**src/rtl/ext_pipe.sv**
```systemverilog
// ---------------------------------------------------------------------------
// ext_pipe : two-stage pipelined immediate / data extender
//
// Takes an immediate and a 3-bit extension opcode over a valid/ready
// handshake. The request is captured in S1, extended on the way to S2,
// and presented from S2 registers two cycles after acceptance.
// Streams at one result per cycle, supports backpressure and a
// synchronous flush that drops everything in flight.
//
// Optional feature macro: EXT_ILLEGAL_TRAP_EN
//   defined   : EOp 110/111 give ext = 0 and raise out_illegal
//   undefined : out_illegal port is absent, EOp 110/111 sign-extend
//
// Parameters
//   IMM_W    immediate width (>= 8)
//   DATA_W   result width (>= IMM_W+2)
//   SHIFT_BR left shift for branch-offset mode (< DATA_W-IMM_W+1)
//
// Ports
//   clk         rising-edge clock
//   reset       synchronous active-high reset (has priority over flush)
//   flush       synchronous pipeline clear, same-cycle input discarded
//   in_valid    request valid
//   in_ready    block can accept this cycle
//   imm         immediate / data to extend
//   EOp         extension opcode
//   out_valid   result valid
//   out_ready   consumer accepts result
//   ext         extended result (registered)
//   out_illegal result came from a reserved EOp (macro builds only)
// ---------------------------------------------------------------------------
module ext_pipe #(
  parameter int IMM_W    = 16,
  parameter int DATA_W   = 32,
  parameter int SHIFT_BR = 2
) (
  input  logic              clk,
  input  logic              reset,
  input  logic              flush,
  input  logic              in_valid,
  output logic              in_ready,
  input  logic [IMM_W-1:0]  imm,
  input  logic [2:0]        EOp,
  output logic              out_valid,
  input  logic              out_ready,
  output logic [DATA_W-1:0] ext
`ifdef EXT_ILLEGAL_TRAP_EN
  ,
  output logic              out_illegal
`endif
);

  localparam logic [2:0] OpSext   = 3'b000;
  localparam logic [2:0] OpZext   = 3'b001;
  localparam logic [2:0] OpUpper  = 3'b010;
  localparam logic [2:0] OpBranch = 3'b011;
  localparam logic [2:0] OpSextB  = 3'b100;
  localparam logic [2:0] OpZextB  = 3'b101;
`ifdef EXT_ILLEGAL_TRAP_EN
  localparam logic [2:0] OpRsvd0  = 3'b110;
  localparam logic [2:0] OpRsvd1  = 3'b111;
`endif

  logic              v1_q, v1_d;
  logic [IMM_W-1:0]  imm1_q, imm1_d;
  logic [2:0]        eop1_q, eop1_d;
  logic              v2_q, v2_d;
  logic [DATA_W-1:0] ext_q, ext_d;
`ifdef EXT_ILLEGAL_TRAP_EN
  logic              ill_q, ill_d;
  logic              illNext;
`endif

  logic              s2Ready;
  logic [DATA_W-1:0] sextImm, zextImm, upperImm, branchImm;
  logic [DATA_W-1:0] sextByte, zextByte, extNext;

  // Backpressure chain: S2 frees up when empty or being drained, and S1
  // can take a new request when empty or when it can move into S2.
  // Ready is held low while reset is asserted.
  always_comb begin
    s2Ready  = !v2_q || out_ready;
    in_ready = !reset && (!v1_q || s2Ready);
  end

  // Extension datapath from the S1 registers. Every mode is formed in
  // parallel and the opcode picks one; reserved opcodes fall through to
  // sign-extension unless the illegal trap is built in.
  always_comb begin
    sextImm   = {{(DATA_W-IMM_W){imm1_q[IMM_W-1]}}, imm1_q};
    zextImm   = {{(DATA_W-IMM_W){1'b0}}, imm1_q};
    upperImm  = {imm1_q, {(DATA_W-IMM_W){1'b0}}};
    branchImm = sextImm << SHIFT_BR;
    sextByte  = {{(DATA_W-8){imm1_q[7]}}, imm1_q[7:0]};
    zextByte  = {{(DATA_W-8){1'b0}}, imm1_q[7:0]};
    extNext   = sextImm;
`ifdef EXT_ILLEGAL_TRAP_EN
    illNext   = 1'b0;
`endif
    case (eop1_q)
      OpSext:   extNext = sextImm;
      OpZext:   extNext = zextImm;
      OpUpper:  extNext = upperImm;
      OpBranch: extNext = branchImm;
      OpSextB:  extNext = sextByte;
      OpZextB:  extNext = zextByte;
`ifdef EXT_ILLEGAL_TRAP_EN
      OpRsvd0, OpRsvd1: begin
        extNext = '0;
        illNext = 1'b1;
      end
`endif
      default:  extNext = sextImm;
    endcase
  end

  // Next-state for both stages. S2 reloads whenever it is free, taking
  // S1's valid (which may be a bubble); its data only changes on a real
  // item so a bubble never disturbs ext. S1 loads whenever in_ready.
  // Flush clears both valids and wins over any same-cycle acceptance.
  always_comb begin
    v1_d   = v1_q;
    imm1_d = imm1_q;
    eop1_d = eop1_q;
    v2_d   = v2_q;
    ext_d  = ext_q;
`ifdef EXT_ILLEGAL_TRAP_EN
    ill_d  = ill_q;
`endif
    if (s2Ready) begin
      v2_d = v1_q;
      if (v1_q) begin
        ext_d = extNext;
`ifdef EXT_ILLEGAL_TRAP_EN
        ill_d = illNext;
`endif
      end
    end
    if (in_ready) begin
      v1_d = in_valid;
      if (in_valid) begin
        imm1_d = imm;
        eop1_d = EOp;
      end
    end
    if (flush) begin
      v1_d = 1'b0;
      v2_d = 1'b0;
    end
  end

  // Pipeline registers with synchronous reset clearing valids and the
  // visible result.
  always_ff @(posedge clk) begin
    if (reset) begin
      v1_q   <= 1'b0;
      imm1_q <= '0;
      eop1_q <= '0;
      v2_q   <= 1'b0;
      ext_q  <= '0;
`ifdef EXT_ILLEGAL_TRAP_EN
      ill_q  <= 1'b0;
`endif
    end else begin
      v1_q   <= v1_d;
      imm1_q <= imm1_d;
      eop1_q <= eop1_d;
      v2_q   <= v2_d;
      ext_q  <= ext_d;
`ifdef EXT_ILLEGAL_TRAP_EN
      ill_q  <= ill_d;
`endif
    end
  end

  // Outputs come straight from the S2 registers.
  always_comb begin
    out_valid = v2_q;
    ext       = ext_q;
`ifdef EXT_ILLEGAL_TRAP_EN
    out_illegal = ill_q;
`endif
  end

endmodule

```
**config.mk**
```make
export PLATFORM = sky130hd
export DESIGN_NAME = ext_pipe
export DESIGN_NICKNAME = d
export VERILOG_FILES = /design/src/rtl/ext_pipe.sv
export SDC_FILE = /design/constraint.sdc
export NUM_CORES = 1
export LEC_CHECK = 0
export ABC_AREA = 1
export BUFFER_PORTS_ARGS = -buffer_cell sky130_fd_sc_hd__buf_2
export CAP_MARGIN = 20
export CORE_UTILIZATION = 45
export CTS_CLUSTER_SIZE = 28
export DETAILED_ROUTE_END_ITERATION = 8
export PLACE_DENSITY = 0.69
export SLEW_MARGIN = 15
export SYNTH_ARGS = -nofsm -noshare
export SYNTH_HDL_FRONTEND = slang
export SYNTH_SLANG_ARGS = --single-unit
```
**constraint.sdc**
```tcl
create_clock -name clk -period 3.2 [get_ports clk]
set_input_delay 0.64 -clock clk [delete_from_list [all_inputs] [get_ports clk]]
set_output_delay 0.64 -clock clk [all_outputs]
set_load 0.005 [all_outputs]
```
# After elaboration in Yosys (flattened, before gate mapping)
# Index checks and enable logic that the tools add are counted.
# totals
reg_bits,53
inputBits,24
output_inout_bits,34
word_cells,20
# op_classes
n_eq_ne,5
muxes,1
reduce_logical,9
# op_table
operator,count
one-hot mux 32 bit (5 select lines),1
equality test 3 x 2 -> 1 bit (second input constant),2
equality test 3 bit (second input constant),2
AND reduction 2 bit,2
equality test 3 x 1 -> 1 bit (second input constant),1
zero test 1 bit,3
logical OR 1 bit,2
OR reduction 2 bit,1
logical AND 1 bit,1

# Longest topological paths before layout
# depth
ltp_word,5
ltp_mapped,9
depth_no_buf,7

# Worst setup path before layout
# OpenSTA, ideal clock, no wires.
# synth_path
kind,input-to-output
startpoint,input reset
endpoint,output in_ready
arrival_ps,1132
required_time_ps,2560
slack_ps,1428
stages,4
n_path_buf,1
cell_sequence,inv_1 nand2_1 inv_1 clkbuf_1
# synth_between
elab_chain_cells,2
# synth_rtl
item,line_no,rtl
start: declaration,38,"input logic reset,"
zero test 1 bit,83,in_ready = !reset && (!v1_q || s2Ready);
logical AND 1 bit,83,
end: declaration,41,"output logic in_ready,"
# No other way between the ends.

# Worst setup path after layout
# layout_path
startpoint,input out_ready
endpoint,output in_ready
# layout_between
elab_chain_cells,3
# layout_rtl
item,line_no,rtl
start: declaration,45,"input logic out_ready,"
logical OR 1 bit,82,s2Ready = !v2_q || out_ready;
logical OR 1 bit,83,
logical AND 1 bit,83,
# No other way between the ends.

==> flow_results.xml <==
<?xml version="1.0" encoding="UTF-8"?>
<metrics>
  <group name="outcome">
    <metric name="run_status" unit="">finished clean</metric>
  </group>
  <group name="pwr">
    <metric name="power-per-cell-area" unit="nW/µm²">453</metric>
    <metric name="design_power_total" unit="µW">1230</metric>
    <metric name="p_leak" unit="µW">0.00138</metric>
    <metric name="worst_ir_drop_vdd" unit="mV">0.307</metric>
  </group>
  <group name="global_routing">
    <metric name="maximum_number_of_pins_on_one_net_before_global_route_repair" unit="">51</metric>
    <metric name="antenna_violations_before_repair" unit="">0</metric>
    <metric name="first_pass_grt_wire_length" unit="µm">9090</metric>
    <metric name="grt_use_total" unit="">0.213</metric>
    <metric name="grt-ovfl-total" unit="">0</metric>
    <metric name="grt_pass1_vias" unit="">2006</metric>
  </group>
  <group name="yosys">
    <metric name="ff_latch_count_synth" unit="">53</metric>
    <metric name="largest_family_of_logic_cells_by_synthesized_area" unit="">simple AND/OR/NAND/NOR gates</metric>
    <metric name="synth.distinct_cells" unit="">19</metric>
    <metric name="synth.cell_area" unit="µm²">2390</metric>
    <metric name="syn-num-nets" unit="">358</metric>
    <metric name="synth.cells.most_frequent" unit="">sky130_fd_sc_hd__nand3_1, sky130_fd_sc_hd__nand2_1, sky130_fd_sc_hd__dfxtp_1, sky130_fd_sc_hd__nor2_1, sky130_fd_sc_hd__o21ai_0</metric>
    <metric name="synth_top_area_cell" unit="">sky130_fd_sc_hd__dfxtp_1</metric>
    <metric name="synthSimpleGateAreaFrac" unit="">0.377</metric>
    <metric name="yosys_most_used_dff" unit="">sky130_fd_sc_hd__dfxtp_1</metric>
    <metric name="synth_seq_area_share" unit="">0.443</metric>
    <metric name="synthTopCellsByArea" unit="">sky130_fd_sc_hd__dfxtp_1, sky130_fd_sc_hd__nand3_1, sky130_fd_sc_hd__nand2_1, sky130_fd_sc_hd__nor2_1, sky130_fd_sc_hd__o21ai_0</metric>
    <metric name="netlist.area_leader.share" unit="">0.443</metric>
    <metric name="synth_async_sr_flop_share" unit="">0</metric>
    <metric name="library_cell_with_the_highest_instance_count_after_synthesis" unit="">sky130_fd_sc_hd__nand3_1</metric>
    <metric name="synth.yosys.warnings" unit="">0</metric>
    <metric name="netlist_instances" unit="">334</metric>
    <metric name="synth-edff-count" unit="">0</metric>
    <metric name="synth-xor-area-share" unit="">0</metric>
    <metric name="synth_fa_ha_area_frac" unit="">0</metric>
    <metric name="mean_post_synth_cell_area" unit="µm²">7.17</metric>
    <metric name="synth-compound-area-share" unit="">0.102</metric>
    <metric name="synth.area.mux_share" unit="">0</metric>
  </group>
  <group name="floorplanning">
    <metric name="area_of_the_core" unit="µm²">5110</metric>
    <metric name="initial_core_util" unit="">0.469</metric>
    <metric name="core.rowCount" unit="">26</metric>
    <metric name="fp.dieH" unit="µm">74.9</metric>
    <metric name="i_o_pins" unit="">58</metric>
    <metric name="floorplan.die.width" unit="µm">74.9</metric>
    <metric name="floorplan.die_area" unit="µm²">5610</metric>
  </group>
  <group name="final_layout">
    <metric name="area.growth.synth_to_final" unit="%">13.4</metric>
    <metric name="layout.area.seq" unit="µm²">1060</metric>
    <metric name="antennaDiodeCount" unit="">0</metric>
    <metric name="post_route_insts_no_fill" unit="">445</metric>
    <metric name="multi_input_comb_area" unit="µm²">1150</metric>
    <metric name="fin_nets" unit="">398</metric>
    <metric name="layout.filler_cells" unit="">533</metric>
    <metric name="drive_above_1_share" unit="">0.200</metric>
  </group>
  <group name="setup_path">
    <metric name="crit_path_start_kind" unit="">primary input</metric>
    <metric name="rr_startpoint" unit="">eop1_q[1]</metric>
    <metric name="sort_of_element_at_the_end_of_the_critical_path" unit="">output pin</metric>
    <metric name="worst-r2r-setup-slack" unit="ns">1.36</metric>
    <metric name="worstPathArrival" unit="ns">1.50</metric>
    <metric name="cp.required" unit="ns">2.56</metric>
    <metric name="worstSetupPathType" unit="">primary input to output pin</metric>
    <metric name="critical_path.max_fanout" unit="">20</metric>
    <metric name="timing.critical_path.from" unit="">out_ready</metric>
  </group>
  <group name="clocking">
    <metric name="clock_path_buffers" unit="">2</metric>
    <metric name="post-cts-setup-buffers" unit="">0</metric>
    <metric name="cts.clk_slew.worst_paths" unit="ns">0.09</metric>
    <metric name="postCtsResizedCells" unit="">0</metric>
    <metric name="clock-sinks" unit="">53</metric>
    <metric name="clk_root_buffer_cell" unit="">sky130_fd_sc_hd__clkbuf_8</metric>
    <metric name="cts-buffers-inserted" unit="">5</metric>
    <metric name="cts.hold.buffers_added" unit="">0</metric>
    <metric name="tritoncts" unit="">built</metric>
    <metric name="worstSkewPairLatency" unit="ns">0.31</metric>
    <metric name="cts_htree_levels" unit="">2</metric>
  </group>
  <group name="routing">
    <metric name="route.antenna.remaining_nets" unit="">0</metric>
    <metric name="avgViaCountPerCell" unit="">5.28</metric>
    <metric name="drt-pass1-iter-count" unit="">4</metric>
    <metric name="routed_wire_length_per_instance" unit="µm">12.6</metric>
    <metric name="wl" unit="µm">5600</metric>
    <metric name="drt_first_iter_violations" unit="">143</metric>
    <metric name="via_count" unit="">2349</metric>
    <metric name="drcViolationCount" unit="">0</metric>
  </group>
  <group name="worst_hold_path">
    <metric name="hold_path_startpoint" unit="">ext[0]</metric>
    <metric name="worstHoldPathType" unit="">flip-flop to flip-flop</metric>
  </group>
  <group name="timing">
    <metric name="final_setup_violating_endpoints" unit="">0</metric>
    <metric name="maxClockFrequency" unit="GHz">0.467</metric>
    <metric name="final-hold-violation-count" unit="">0</metric>
    <metric name="clock-skew-final" unit="ns">0.00932</metric>
    <metric name="rsz0062_at_grt" unit="">false</metric>
    <metric name="period_needed" unit="ns">2.14</metric>
    <metric name="final_min_period_over_clock_period" unit="">0.670</metric>
    <metric name="max_slew_margin" unit="">0.435</metric>
    <metric name="fin_tns_setup" unit="ns">0</metric>
    <metric name="max_slew_vio_count" unit="">0</metric>
    <metric name="tightestPinTransition" unit="ns">0.847</metric>
  </group>
  <group name="placement">
    <metric name="dp.cells" unit="">437</metric>
    <metric name="portBuffers" unit="">57</metric>
    <metric name="dp_hpwl" unit="µm">3780</metric>
    <metric name="gpl.final_weighted_congestion" unit="">0.865</metric>
  </group>
  <group name="run">
    <metric name="timing.max_cap.violations" unit="">0</metric>
  </group>
</metrics>
per-stage QoR:
step / setup slack (ns) / util / hold slack [ns] / instance area, µm²
after detailed placement: 0.952 / 0.515 / 0.456 / 2630
after CTS: 1.04 / 0.531 / 0.471 / 2710
after global routing: 0.935 / 0.531 / 0.497 / 2710
after global placement: 0.991 / 0.515 / 0.460 / 2630
final: 1.06 / 0.531 / 0.468 / 2710
after floorplan: 1.43 / - / 0.456 / 2390
flip-flops by register name, indices dropped and copies added, names as in the netlist:
register   count
ext           32
imm1_q        16
eop1_q         3
out_valid      1
v1_q           1
layer usage:
metal | up-vias | global-route usage | wire [µm]
met3 | 13 | 0.0482 | 247
li1 | 1209 | - | -
met4 | 0 | 0.0964 | 174
met2 | 59 | 0.315 | 2410
met1 | 1068 | 0.296 | 2760
met5 | - | 0 | 0
cell usage in the layout, fill, tap and decap left out:
| master | count |
|---|---|
| sky130_fd_sc_hd__nand2_1 | 56 |
| sky130_fd_sc_hd__inv_2 | 2 |
| sky130_fd_sc_hd__nand4_4 | 1 |
| sky130_fd_sc_hd__nand2_2 | 2 |
| sky130_fd_sc_hd__clkinv_2 | 2 |
| sky130_fd_sc_hd__buf_4 | 1 |
| sky130_fd_sc_hd__inv_1 | 9 |
| sky130_fd_sc_hd__clkbuf_8 | 5 |
| sky130_fd_sc_hd__nand3_2 | 1 |
| sky130_fd_sc_hd__nor2_2 | 1 |
| sky130_fd_sc_hd__nand3_1 | 63 |
| sky130_fd_sc_hd__clkbuf_1 | 1 |
| sky130_fd_sc_hd__nor2_1 | 53 |
| sky130_fd_sc_hd__o21ai_0 | 31 |
| sky130_fd_sc_hd__buf_2 | 57 |
| sky130_fd_sc_hd__nand4_1 | 16 |
| sky130_fd_sc_hd__a21oi_1 | 18 |
| sky130_fd_sc_hd__or2_2 | 1 |
| sky130_fd_sc_hd__nand2_4 | 2 |
| sky130_fd_sc_hd__dfxtp_1 | 53 |
power breakdown:
group          switching (µW)  internal, µW  total, µW
clock network             212           152        364
registers                38.1           692        730
logic                    83.1          52.7        136
total                     333           897       1230
worst max-delay path, cell delays in order:
cell and delay (ns):
sky130_fd_sc_hd__buf_2 0.09, sky130_fd_sc_hd__nor2_1 0.04, sky130_fd_sc_hd__nand2_1 0.07, sky130_fd_sc_hd__nand2_1 0.07, sky130_fd_sc_hd__inv_1 0.39, sky130_fd_sc_hd__buf_2 0.21
cell type report:
type	count	share of cell area
inverter	11	0.0152
clock buffer	6	0.0267
tap	70	0.0323
multi-input combinational	245	0.423
sequential	53	0.391
timing repair buffer	58	0.108
clock inverter	2	0.00369
cells by family after synthesis:
group	after synthesis
simple gates	196
buf+inv	36
compound gates	49
flops	53
worst paths after layout:
check,to,cells after the start
setup / recovery,in_ready,6
hold / removal,ext[0],2
setup reg to reg,ext[15],6
hold reg to reg,ext[0],2
(Power assumes the default switching activity.)
